[src/rtl/led_status_pkg.sv]
// Shared types and constants for the board-status LED controller.
package led_status_pkg;

  typedef enum logic [2:0] {
    MODE_OFF       = 3'd0,
    MODE_ON        = 3'd1,
    MODE_HEARTBEAT = 3'd2,
    MODE_ACTIVITY  = 3'd3,
    MODE_BLINK     = 3'd4,
    MODE_DIRECT    = 3'd5
  } led_mode_e;

  // Two short blinks then a pause, indexed by the pattern phase.
  localparam logic [7:0] BlinkPattern = 8'b0000_0101;

endpackage

[src/rtl/led_stretch.sv]
// Per-channel activity pulse stretcher: holds active for StretchTicks ticks after activity.
module led_stretch
  import led_status_pkg::*;
#(
  parameter int unsigned StretchTicks = 50
) (
  input  logic clk_i,
  input  logic rst_ni,
  input  logic tick_i,
  input  logic activity_i,
  output logic active_o
);

  localparam int unsigned CntW = $clog2(StretchTicks + 1);

  logic [CntW-1:0] st_cnt_d, st_cnt_q;
  logic            active_d, active_q;

  // Load wins over a coincident tick decrement.
  always_comb begin
    st_cnt_d = st_cnt_q;
    if (activity_i) begin
      st_cnt_d = CntW'(StretchTicks);
    end else if (tick_i && (st_cnt_q != '0)) begin
      st_cnt_d = st_cnt_q - CntW'(1);
    end
    active_d = (st_cnt_d != '0);
  end

  always_ff @(posedge clk_i or negedge rst_ni) begin
    if (!rst_ni) begin
      st_cnt_q <= '0;
      active_q <= 1'b0;
    end else begin
      st_cnt_q <= st_cnt_d;
      active_q <= active_d;
    end
  end

  assign active_o = active_q;

endmodule

[src/rtl/led_status_ctrl.sv]
// Board-status LED controller: shared tick/heartbeat/pattern timers, per-LED mode mux and polarity.
module led_status_ctrl
  import led_status_pkg::*;
#(
  parameter int unsigned       NumLeds          = 3,
  parameter int unsigned       TickDiv          = 50_000,
  parameter int unsigned       HbHalfTicks      = 500,
  parameter int unsigned       StretchTicks     = 50,
  parameter int unsigned       PatternStepTicks = 125,
  parameter logic [NumLeds-1:0] LedInvert       = '0
) (
  input  logic                   clk_sys_i,
  input  logic                   rst_sys_ni,
  input  logic [3*NumLeds-1:0]   mode_i,
  input  logic [NumLeds-1:0]     activity_i,
  input  logic [NumLeds-1:0]     direct_i,
  output logic                   tick_o,
  output logic [NumLeds-1:0]     led_o
);

  if (TickDiv < 1) begin : g_chk_tick_div
    $error("TickDiv must be >= 1");
  end
  if (HbHalfTicks < 1) begin : g_chk_hb
    $error("HbHalfTicks must be >= 1");
  end
  if (StretchTicks < 1) begin : g_chk_stretch
    $error("StretchTicks must be >= 1");
  end
  if (PatternStepTicks < 1) begin : g_chk_pat
    $error("PatternStepTicks must be >= 1");
  end

  localparam int unsigned DivW = (TickDiv > 1) ? $clog2(TickDiv) : 1;
  localparam int unsigned HbW  = (HbHalfTicks > 1) ? $clog2(HbHalfTicks) : 1;
  localparam int unsigned PatW = (PatternStepTicks > 1) ? $clog2(PatternStepTicks) : 1;

  logic [DivW-1:0]    div_d, div_q;
  logic [HbW-1:0]     hb_cnt_d, hb_cnt_q;
  logic               hb_d, hb_q;
  logic [PatW-1:0]    pat_cnt_d, pat_cnt_q;
  logic [2:0]         phase_d, phase_q;
  logic               tick;
  logic               tick_d, tick_q;
  logic [NumLeds-1:0] st_active;
  logic [NumLeds-1:0] level;
  logic [NumLeds-1:0] led_d, led_q;
  led_mode_e          mode_sel;

  assign tick = (div_q == DivW'(TickDiv - 1));

  // Shared timebase: divider, heartbeat toggle and blink-pattern phase.
  always_comb begin
    div_d     = tick ? '0 : div_q + DivW'(1);
    hb_cnt_d  = hb_cnt_q;
    hb_d      = hb_q;
    pat_cnt_d = pat_cnt_q;
    phase_d   = phase_q;
    if (tick) begin
      if (hb_cnt_q == HbW'(HbHalfTicks - 1)) begin
        hb_cnt_d = '0;
        hb_d     = ~hb_q;
      end else begin
        hb_cnt_d = hb_cnt_q + HbW'(1);
      end
      if (pat_cnt_q == PatW'(PatternStepTicks - 1)) begin
        pat_cnt_d = '0;
        phase_d   = phase_q + 3'd1;
      end else begin
        pat_cnt_d = pat_cnt_q + PatW'(1);
      end
    end
    tick_d = (div_d == DivW'(TickDiv - 1));
  end

  for (genvar g = 0; g < NumLeds; g++) begin : g_stretch
    led_stretch #(
      .StretchTicks (StretchTicks)
    ) u_stretch (
      .clk_i      (clk_sys_i),
      .rst_ni     (rst_sys_ni),
      .tick_i     (tick),
      .activity_i (activity_i[g]),
      .active_o   (st_active[g])
    );
  end

  // Per-LED mode select; unused encodings fall back to off.
  always_comb begin
    level    = '0;
    mode_sel = MODE_OFF;
    for (int unsigned i = 0; i < NumLeds; i++) begin
      mode_sel = led_mode_e'(mode_i[3*i +: 3]);
      case (mode_sel)
        MODE_ON:        level[i] = 1'b1;
        MODE_HEARTBEAT: level[i] = hb_q;
        MODE_ACTIVITY:  level[i] = activity_i[i] | st_active[i];
        MODE_BLINK:     level[i] = BlinkPattern[phase_q];
        MODE_DIRECT:    level[i] = direct_i[i];
        default:        level[i] = 1'b0;
      endcase
    end
    led_d = level ^ LedInvert;
  end

  always_ff @(posedge clk_sys_i or negedge rst_sys_ni) begin
    if (!rst_sys_ni) begin
      div_q     <= '0;
      hb_cnt_q  <= '0;
      hb_q      <= 1'b0;
      pat_cnt_q <= '0;
      phase_q   <= '0;
      tick_q    <= 1'b0;
      led_q     <= LedInvert;
    end else begin
      div_q     <= div_d;
      hb_cnt_q  <= hb_cnt_d;
      hb_q      <= hb_d;
      pat_cnt_q <= pat_cnt_d;
      phase_q   <= phase_d;
      tick_q    <= tick_d;
      led_q     <= led_d;
    end
  end

  assign tick_o = tick_q;
  assign led_o  = led_q;

endmodule
[config.mk]
export PLATFORM = sky130hd
export DESIGN_NAME = led_status_ctrl
export DESIGN_NICKNAME = d
export VERILOG_FILES = /design/src/rtl/led_status_pkg.sv /design/src/rtl/led_stretch.sv /design/src/rtl/led_status_ctrl.sv
export SDC_FILE = /design/constraint.sdc
export NUM_CORES = 1
export LEC_CHECK = 0
export BUFFER_PORTS_ARGS = -buffer_cell sky130_fd_sc_hd__buf_2
export CAP_MARGIN = 20
export CORE_ASPECT_RATIO = 0.6
export CORE_MARGIN = 8
export CORE_UTILIZATION = 30
export DETAILED_ROUTE_END_ITERATION = 10
export GPL_ROUTABILITY_DRIVEN = 0
export SETUP_SLACK_MARGIN = 0.02
export SYNTH_ARGS = -nofsm -noshare
export SYNTH_HDL_FRONTEND = slang
export SYNTH_SLANG_ARGS = --single-unit
[constraint.sdc]
create_clock -name clk_sys_i -period 2.2 [get_ports clk_sys_i]
set_input_delay 0.44 -clock clk_sys_i [delete_from_list [all_inputs] [get_ports clk_sys_i]]
set_output_delay 0.44 -clock clk_sys_i [all_outputs]
set_load 0.05 [all_outputs]
==> impl_results.md, run 1 <==
* Finished Layout Cells at 583
* Slew Viols, Final at 0
* PD cells at 558.9 nW/um2
* Worst reg2reg path endpoint: g_stretch[2].u_stretch.active_o$_DFF_PN0_
* Number of flops mapped to enable cells by yosys at 0
* Area growth from synthesis to final layout at 32.12%
* Reg-to-reg setup timing slack at 0.02 ns
* Critical path type: reg -> reg
* Main area contributors after synthesis: dfrtp_1 (45%), nor2_1 (4.5%), xor2_1 (4.4%)
* Required time of the critical path at 2.40 ns
* Worst slew margin at 0.7643
* GR Overflow Total at 0
* Clk_skew at 0.006838 ns
* RSZ-0062 raised after global routing: yes
* First-pass GRT wire length at 13940 um
* Achievable clock frequency at 0.4583 GHz
* Clock Latency Late Sink at 0.33 ns
* Most common cell in the netlist: dfrtp_1
* DR DRC count at 0
* Largest net degree at the start of global routing at 62
* Inst Count DP at 544
* Longest Clk Path Bufs at 2
* Final setup fails at 0
* I/O Pins at 21
* Worst Hold Class: in -> async
* Worst slew pin tran at 0.3536 ns
* Final period util at 0.9918
* Status: finished, final reports clean
* GRT Total Usage at 0.1153
* Detailed placement HPWL at 5732 um
* Die H at 98.09 um
* Initial antenna violation count at 0
* Vias at 2905
* Number of global-route vias before repair at 2865
* Synthesized instance count at 358
* Yosys top cell area share at 0.4530
* Core area at 11110 um2
* Pre-Repair DR Iteration Count at 4
* Crit end category: flip-flop
* Syn. warnings at 0
* Post-synth ARST share at 1.000
* Synth Flop Type: dfrtp_1
* Drt wl/cell at 14.30 um
* CTS tree: built
* Cts bufs inserted at 9
* Sequential cell area fraction in the yosys report at 0.4530
* VDD IR-drop max at 356.3 uV
* Tmin final at 2.182 ns
* Yosys cell types at 54
* Initial DRC count at 143
* Clk root buf: clkbuf_16
* Area leader, netlist: dfrtp_1
* Startpoint Class: flip-flop
* Post-route cell area at 4452 um2
* Number of I/O port buffers at 20
* Final ANT Viol Nets at 0
* R2r startpoint: g_stretch[2].u_stretch.st_cnt_q[0]$_DFF_PN0_
* Final Hold Vio Count at 0
* Total Nets Final at 464
* Clk slew on worst S/H paths at 0.05 ns
* Worst Path Arrival at 2.38 ns
* Die width at 152.8 um
* Initial Utilization at 0.3033
* Commonest cells in the netlist: dfrtp_1 (61), nor2_1 (40), nand3_1 (25), nand2_1 (24), o21ai_0 (21)
* Cell leakage power at 1.953 nW
* Die ar. at 14990 um2
* Antenna diodes at 0
* Reg2Reg Depth at 8
* Clock sinks at 61
* Synth Register Bits at 61
* Vias per cell at 4.983
* Synthesized area at 3369 um2
* Synth Net Count at 386
* # H-tree levels at 3
* Rows at 30
* Largest fanout on the critical path at 2
* Placed cell areas at 3879 um2
* Max_cap viols at 0
* Layout cells sized above 1 at 0.2984
* DRT Wirelength at 8339 um
* Synthesized area per cell at 9.412 um2
-- state kept, by name, indices dropped and copies added (netlist names) --
name / count
hb_cnt_q: 9
g_stretch.u_stretch.st_cnt_q: 18
g_stretch.u_stretch.active_o: 3
pat_cnt_q: 7
div_q: 16
led_o: 3
hb_q: 1
tick_o: 1
phase_q: 3
-- placed cells by master, fill, tap and decap left out, types with 3 or more instances in the layout --
| cell type | instances |
|---|---|
| xor2_1 | 16 |
| nor2_1 | 39 |
| a21oi_1 | 11 |
| clkbuf_16 | 9 |
| nor3_1 | 14 |
| a31oi_1 | 4 |
| dfrtp_1 | 61 |
| nand3b_1 | 4 |
| nor2b_1 | 6 |
| o21ai_0 | 21 |
| inv_1 | 16 |
| buf_4 | 57 |
| nor3_2 | 4 |
| and3_1 | 3 |
| nand4b_1 | 3 |
| ha_1 | 9 |
| buf_2 | 20 |
| a211o_1 | 3 |
| nand2_1 | 24 |
| nand4_1 | 9 |
| buf_6 | 3 |
| xnor2_1 | 11 |
| mux2i_1 | 3 |
| nand3_1 | 23 |
-- area by class of cell --
class	count	area (um2)
flip-flops and latches	61	1526
multi-input cells	265	1829
repair buffers	81	581.8
clock inverters	2	10.01
clock buffers	12	256.5
well taps	144	180.2
fillers	1089	6659
inverters	18	67.56
-- timing repair --
item / in CTS / in global routing
pin swaps: 8 / 11
setup endpoints to repair: 2 / 10
gates resized for setup: 9 / 16
cloned: 0 / 0
setup buffers: 19 / 6
hold buffers: 0 / 0
-- power by group --
part | switching [mW] | internal, mW
Sequential | 0.00115 | 1.13
Clock | 0.467 | 0.805
Combinational | 0.0615 | 0.0255
-- metrics by stage --
step	worst slack (ns)	util	setup TNS, ns	hold WS (ns)	power [mW]
floorplan	0.01877	-	0	0.1444	1.183
CTS	0.007995	0.3898	0	0.1218	2.528
global route	-0.06538	0.4007	-0.07314	0.1354	2.585
finish	0.01804	0.4007	0	0.1139	2.488
detailed placement	-0.06025	0.3491	-0.1166	0.4730	1.238
global placement	0.007572	0.3491	0	0.4575	1.236
-- worst max path at each step --
stage | start | endpoint | slack [ns] | cells after the start
6_report | g_stretch[2].u_stretch.st_cnt_q[0]$_DFF_PN0_ | g_stretch[2].u_stretch.active_o$_DFF_PN0_ | 0.02 | 8
5_1_grt | g_stretch[2].u_stretch.st_cnt_q[0]$_DFF_PN0_ | g_stretch[2].u_stretch.active_o$_DFF_PN0_ | -0.07 | 8
4_1_cts | g_stretch[2].u_stretch.st_cnt_q[1]$_DFF_PN0_ | g_stretch[2].u_stretch.active_o$_DFF_PN0_ | 0.008 | 8
3_5_place_dp | g_stretch[2].u_stretch.st_cnt_q[1]$_DFF_PN0_ | g_stretch[2].u_stretch.active_o$_DFF_PN0_ | -0.06 | 8
3_3_place_gp | g_stretch[2].u_stretch.st_cnt_q[1]$_DFF_PN0_ | g_stretch[2].u_stretch.active_o$_DFF_PN0_ | 0.008 | 8
2_1_floorplan | g_stretch[2].u_stretch.st_cnt_q[0]$_DFF_PN0_ | g_stretch[2].u_stretch.active_o$_DFF_PN0_ | 0.02 | 8
-- critical path: stages (launching register included) --
cell and delay (ns):
dfrtp_1 0.39, inv_2 0.09, ha_4 0.13, or3b_4 0.40
nor3_4 0.14, buf_4 0.13, o41a_1 0.18, nand3b_1 0.08
or4_1 0.51
-- logic make-up (layout without fill, tap and decap cells) --
| kind of cell | count (synthesis) | in the layout | synth area share |
|---|---|---|---|
| xor+xnor | 29 | 29 | 0.07761 |
| compound gates | 55 | 55 | 0.1047 |
| mux | 4 | 4 | 0.01225 |
| buf+inv | 32 | 113 | 0.04345 |
| fa+ha+maj | 11 | 11 | 0.04085 |
| simple gates | 166 | 166 | 0.2681 |
| flops | 61 | 61 | 0.4530 |
-- routing by layer --
layer,up-vias,part of all wire,GRT usage
li1,1422,-,-
met2,52,0.44,0.1721
met1,1423,0.50,0.1537
met5,-,0,0
met3,8,0.045,0.03880
met4,0,0.0098,0.03707
No activity file was read; power rests on OpenSTA's default activity.
==> run 2: changes to the inputs <==
Settings changed: CORE_ASPECT_RATIO 0.6 to default.
==> run 2 against run 1 <==
Sequential share of layout area rose by 2.0 points. Power is 16% lower. Largest power group is now sequential cells. Die area shrank 0.74%. Fmax up 1.1%. Count of clock-buffer cells in the layout down 3.
==> impl_results.md, run 2 (synthesis gave the netlist of run 1 again) <==
* Buf+Inv Stages, Crit Path at 0 (-2)
* Biggest regs: g_stretch.u_stretch.st_cnt_q: 18 flops, div_q: 16 flops, hb_cnt_q: 9 flops
* Clock sinks at 61 (unchanged)
* DRT Wirelength at 7718 um (-7.4%)
* Die H at 122.0 um (+24%)
* GR Overflow Total at 0 (unchanged)
* Placed cell areas at 3844 um2 (-0.90%)
* Vias per cell at 4.966 (-0.33%)
* Pre-CTS setup slack at -0.1021 ns (-0.04182 ns)
* R2r startpoint: div_q[1]$_DFF_PN0_
* Final ANT Viol Nets at 0 (unchanged)
* Largest net degree at the start of global routing at 62 (unchanged)
* CTS tree: built
* Worst reg2reg path endpoint: g_stretch[2].u_stretch.active_o$_DFF_PN0_
* Area growth from synthesis to final layout at 24.92%
* Crit path largest cell delay at 0.48 ns (-0.03 ns)
* VDD IR-drop max at 263.3 uV (-26%)
* Cell leakage power at 1.813 nW (-7.1%)
* Max reg flops at 18 (unchanged)
* Initial Utilization at 0.3095 (+0.006203)
* Initial antenna violation count at 0 (unchanged)
* Final Hold Vio Count at 0 (unchanged)
* Longest Clk Path Bufs at 2 (unchanged)
* Most frequent cells in the layout: dfrtp_1 (61), buf_4 (42), nor2_1 (40)
* Cts bufs inserted at 9 (unchanged)
* Crit end category: flip-flop
* RSZ-0062 raised after global routing: yes
* # H-tree levels at 3 (unchanged)
* Fillers at 1082 (-0.64%)
* Final period util at 0.9806 (-0.01123)
* Clk root buf: clkbuf_8
* Reg2Reg Depth at 7 (-1)
* Largest fanout on the critical path at 7 (+5)
* Final setup fails at 0 (unchanged)
* Most common cell after layout, fill and taps aside: dfrtp_1
* Antenna diodes at 0 (unchanged)
* Pre-Repair DR Iteration Count at 5 (+1)
* Achievable clock frequency at 0.4636 GHz (+1.1%)
* Clock Latency Late Sink at 0.34 ns (about the same)
* Critical path type: reg -> reg
* Max_cap viols at 0 (unchanged)
* Reg-to-reg setup timing slack at 0.04 ns (+0.02 ns)
* Slew Viols, Final at 0 (unchanged)
* Rows at 38 (+27%)
* Number of I/O port buffers at 20 (unchanged)
* Post-route cell area at 4209 um2 (-5.5%)
* Number of global-route vias before repair at 2759 (-3.7%)
* Die width at 122.0 um (-20%)
* Worst Path Arrival at 2.37 ns (about the same)
* Setup slack after layout at 0.04274 ns (+0.02471 ns)
* Core area at 10890 um2 (-2.0%)
* Layout cells sized above 1 at 0.2712 (-0.02718)
* Final Power at 2.102 mW (-16%)
* Clk_skew at 0.01544 ns (+0.008604 ns)
* Status: finished, final reports clean
* Detailed placement HPWL at 5370 um (-6.3%)
* Largest Register: g_stretch.u_stretch.st_cnt_q
* Tmin final at 2.157 ns (-0.02471 ns)
* GRT Total Usage at 0.1071 (-0.008208)
* Initial DRC count at 135 (-5.6%)
* Crit path max-delay family: simple AND/OR/NAND/NOR gates
* Die ar. at 14880 um2 (-0.74%)
* Clk slew on worst S/H paths at 0.08 ns (+0.03 ns)
* PD cells at 499.3 nW/um2 (-11%)
* I/O Pins at 21 (unchanged)
* Startpoint Class: flip-flop
* Total Nets Final at 447 (-3.7%)
* Final Util at 0.3866 (-0.01410)
* Required time of the critical path at 2.42 ns (+0.02 ns)
* Hold buffers post-CTS at 0 (unchanged)
* Vias at 2801 (-3.6%)
* Worst Hold Class: in -> async
* Drt wl/cell at 13.68 um (-4.3%)
* CP Cell Sequence: ha_2 -> and3_4 -> nand3_4 -> or3_4 -> xnor2_2 -> nand3b_1 -> or4_4
* CP max stage cell: or4_4
* Worst slew pin tran at 0.3584 ns (+0.004807 ns)
* Worst slew margin at 0.7589 (-0.005408)
* DR DRC count at 0 (unchanged)
* First-pass GRT wire length at 12910 um (-7.4%)
* Total negative setup slack at 0 ns (unchanged)
==> run 2: cell count changes in the layout (fill, tap and decap cells not counted), sizes merged <==
cell and change:
clkinvlp +2, clkinv +2, inv +1, clkbuf -3
buf -17
==> run 2: through the flow <==
stage | hold WS, ns | std cells
floorplan | 0.1444 | 358
global route | 0.1124 | 564
detailed placement | 0.4728 | 536
finish | 0.08548 | 564
global placement | 0.4610 | 536
CTS | 0.1023 | 560
==> run 2: how the worst max path moves through the flow <==
| stage | start | endpoint | slack (ns) | cells after the start |
|---|---|---|---|---|
| final | div_q[1]$_DFF_PN0_ | g_stretch[2].u_stretch.active_o$_DFF_PN0_ | 0.04 | 7 |
| after global routing | div_q[11]$_DFF_PN0_ | g_stretch[2].u_stretch.active_o$_DFF_PN0_ | -0.04 | 7 |
| after CTS | div_q[1]$_DFF_PN0_ | g_stretch[2].u_stretch.active_o$_DFF_PN0_ | 0.005 | 7 |
| after detailed placement | g_stretch[2].u_stretch.st_cnt_q[0]$_DFF_PN0_ | g_stretch[2].u_stretch.active_o$_DFF_PN0_ | -0.10 | 8 |
| after global placement | g_stretch[2].u_stretch.st_cnt_q[1]$_DFF_PN0_ | g_stretch[2].u_stretch.active_o$_DFF_PN0_ | 0.01 | 8 |
| after floorplan | g_stretch[2].u_stretch.st_cnt_q[0]$_DFF_PN0_ | g_stretch[2].u_stretch.active_o$_DFF_PN0_ | 0.02 | 8 |
==> run 2: routing by layer <==
metal | vias up | track usage | share of wire
met1 | 1360 | 0.1317 | 0.47
met5 | - | 0 | 0
met4 | 0 | 0.03624 | 0.0078
li1 | 1390 | - | -
met3 | 7 | 0.03286 | 0.043
met2 | 44 | 0.1746 | 0.48
==> run 2: what timing repair did <==
item	CTS	global route
resized for setup	10	11
pin swaps	9	8
setup buffers	8	4
setup endpoints to repair	2	9
==> run 2: report_power, final <==
part	internal, mW	switching [mW]
registers	1.13	0.00112
clock network	0.411	0.476
logic	0.0255	0.0626
total	1.56	0.540
==> run 2: cell type report <==
type                    count  area (um2)  area share
clock buffers               9       123.9     0.02943
repair buffers             64       446.7      0.1061
inverters                  18       67.56     0.01605
flip-flops and latches     61        1526      0.3627
multi-input cells         265        1818      0.4319
well taps                 140       175.2     0.04162
clock inverters             7       51.30     0.01219
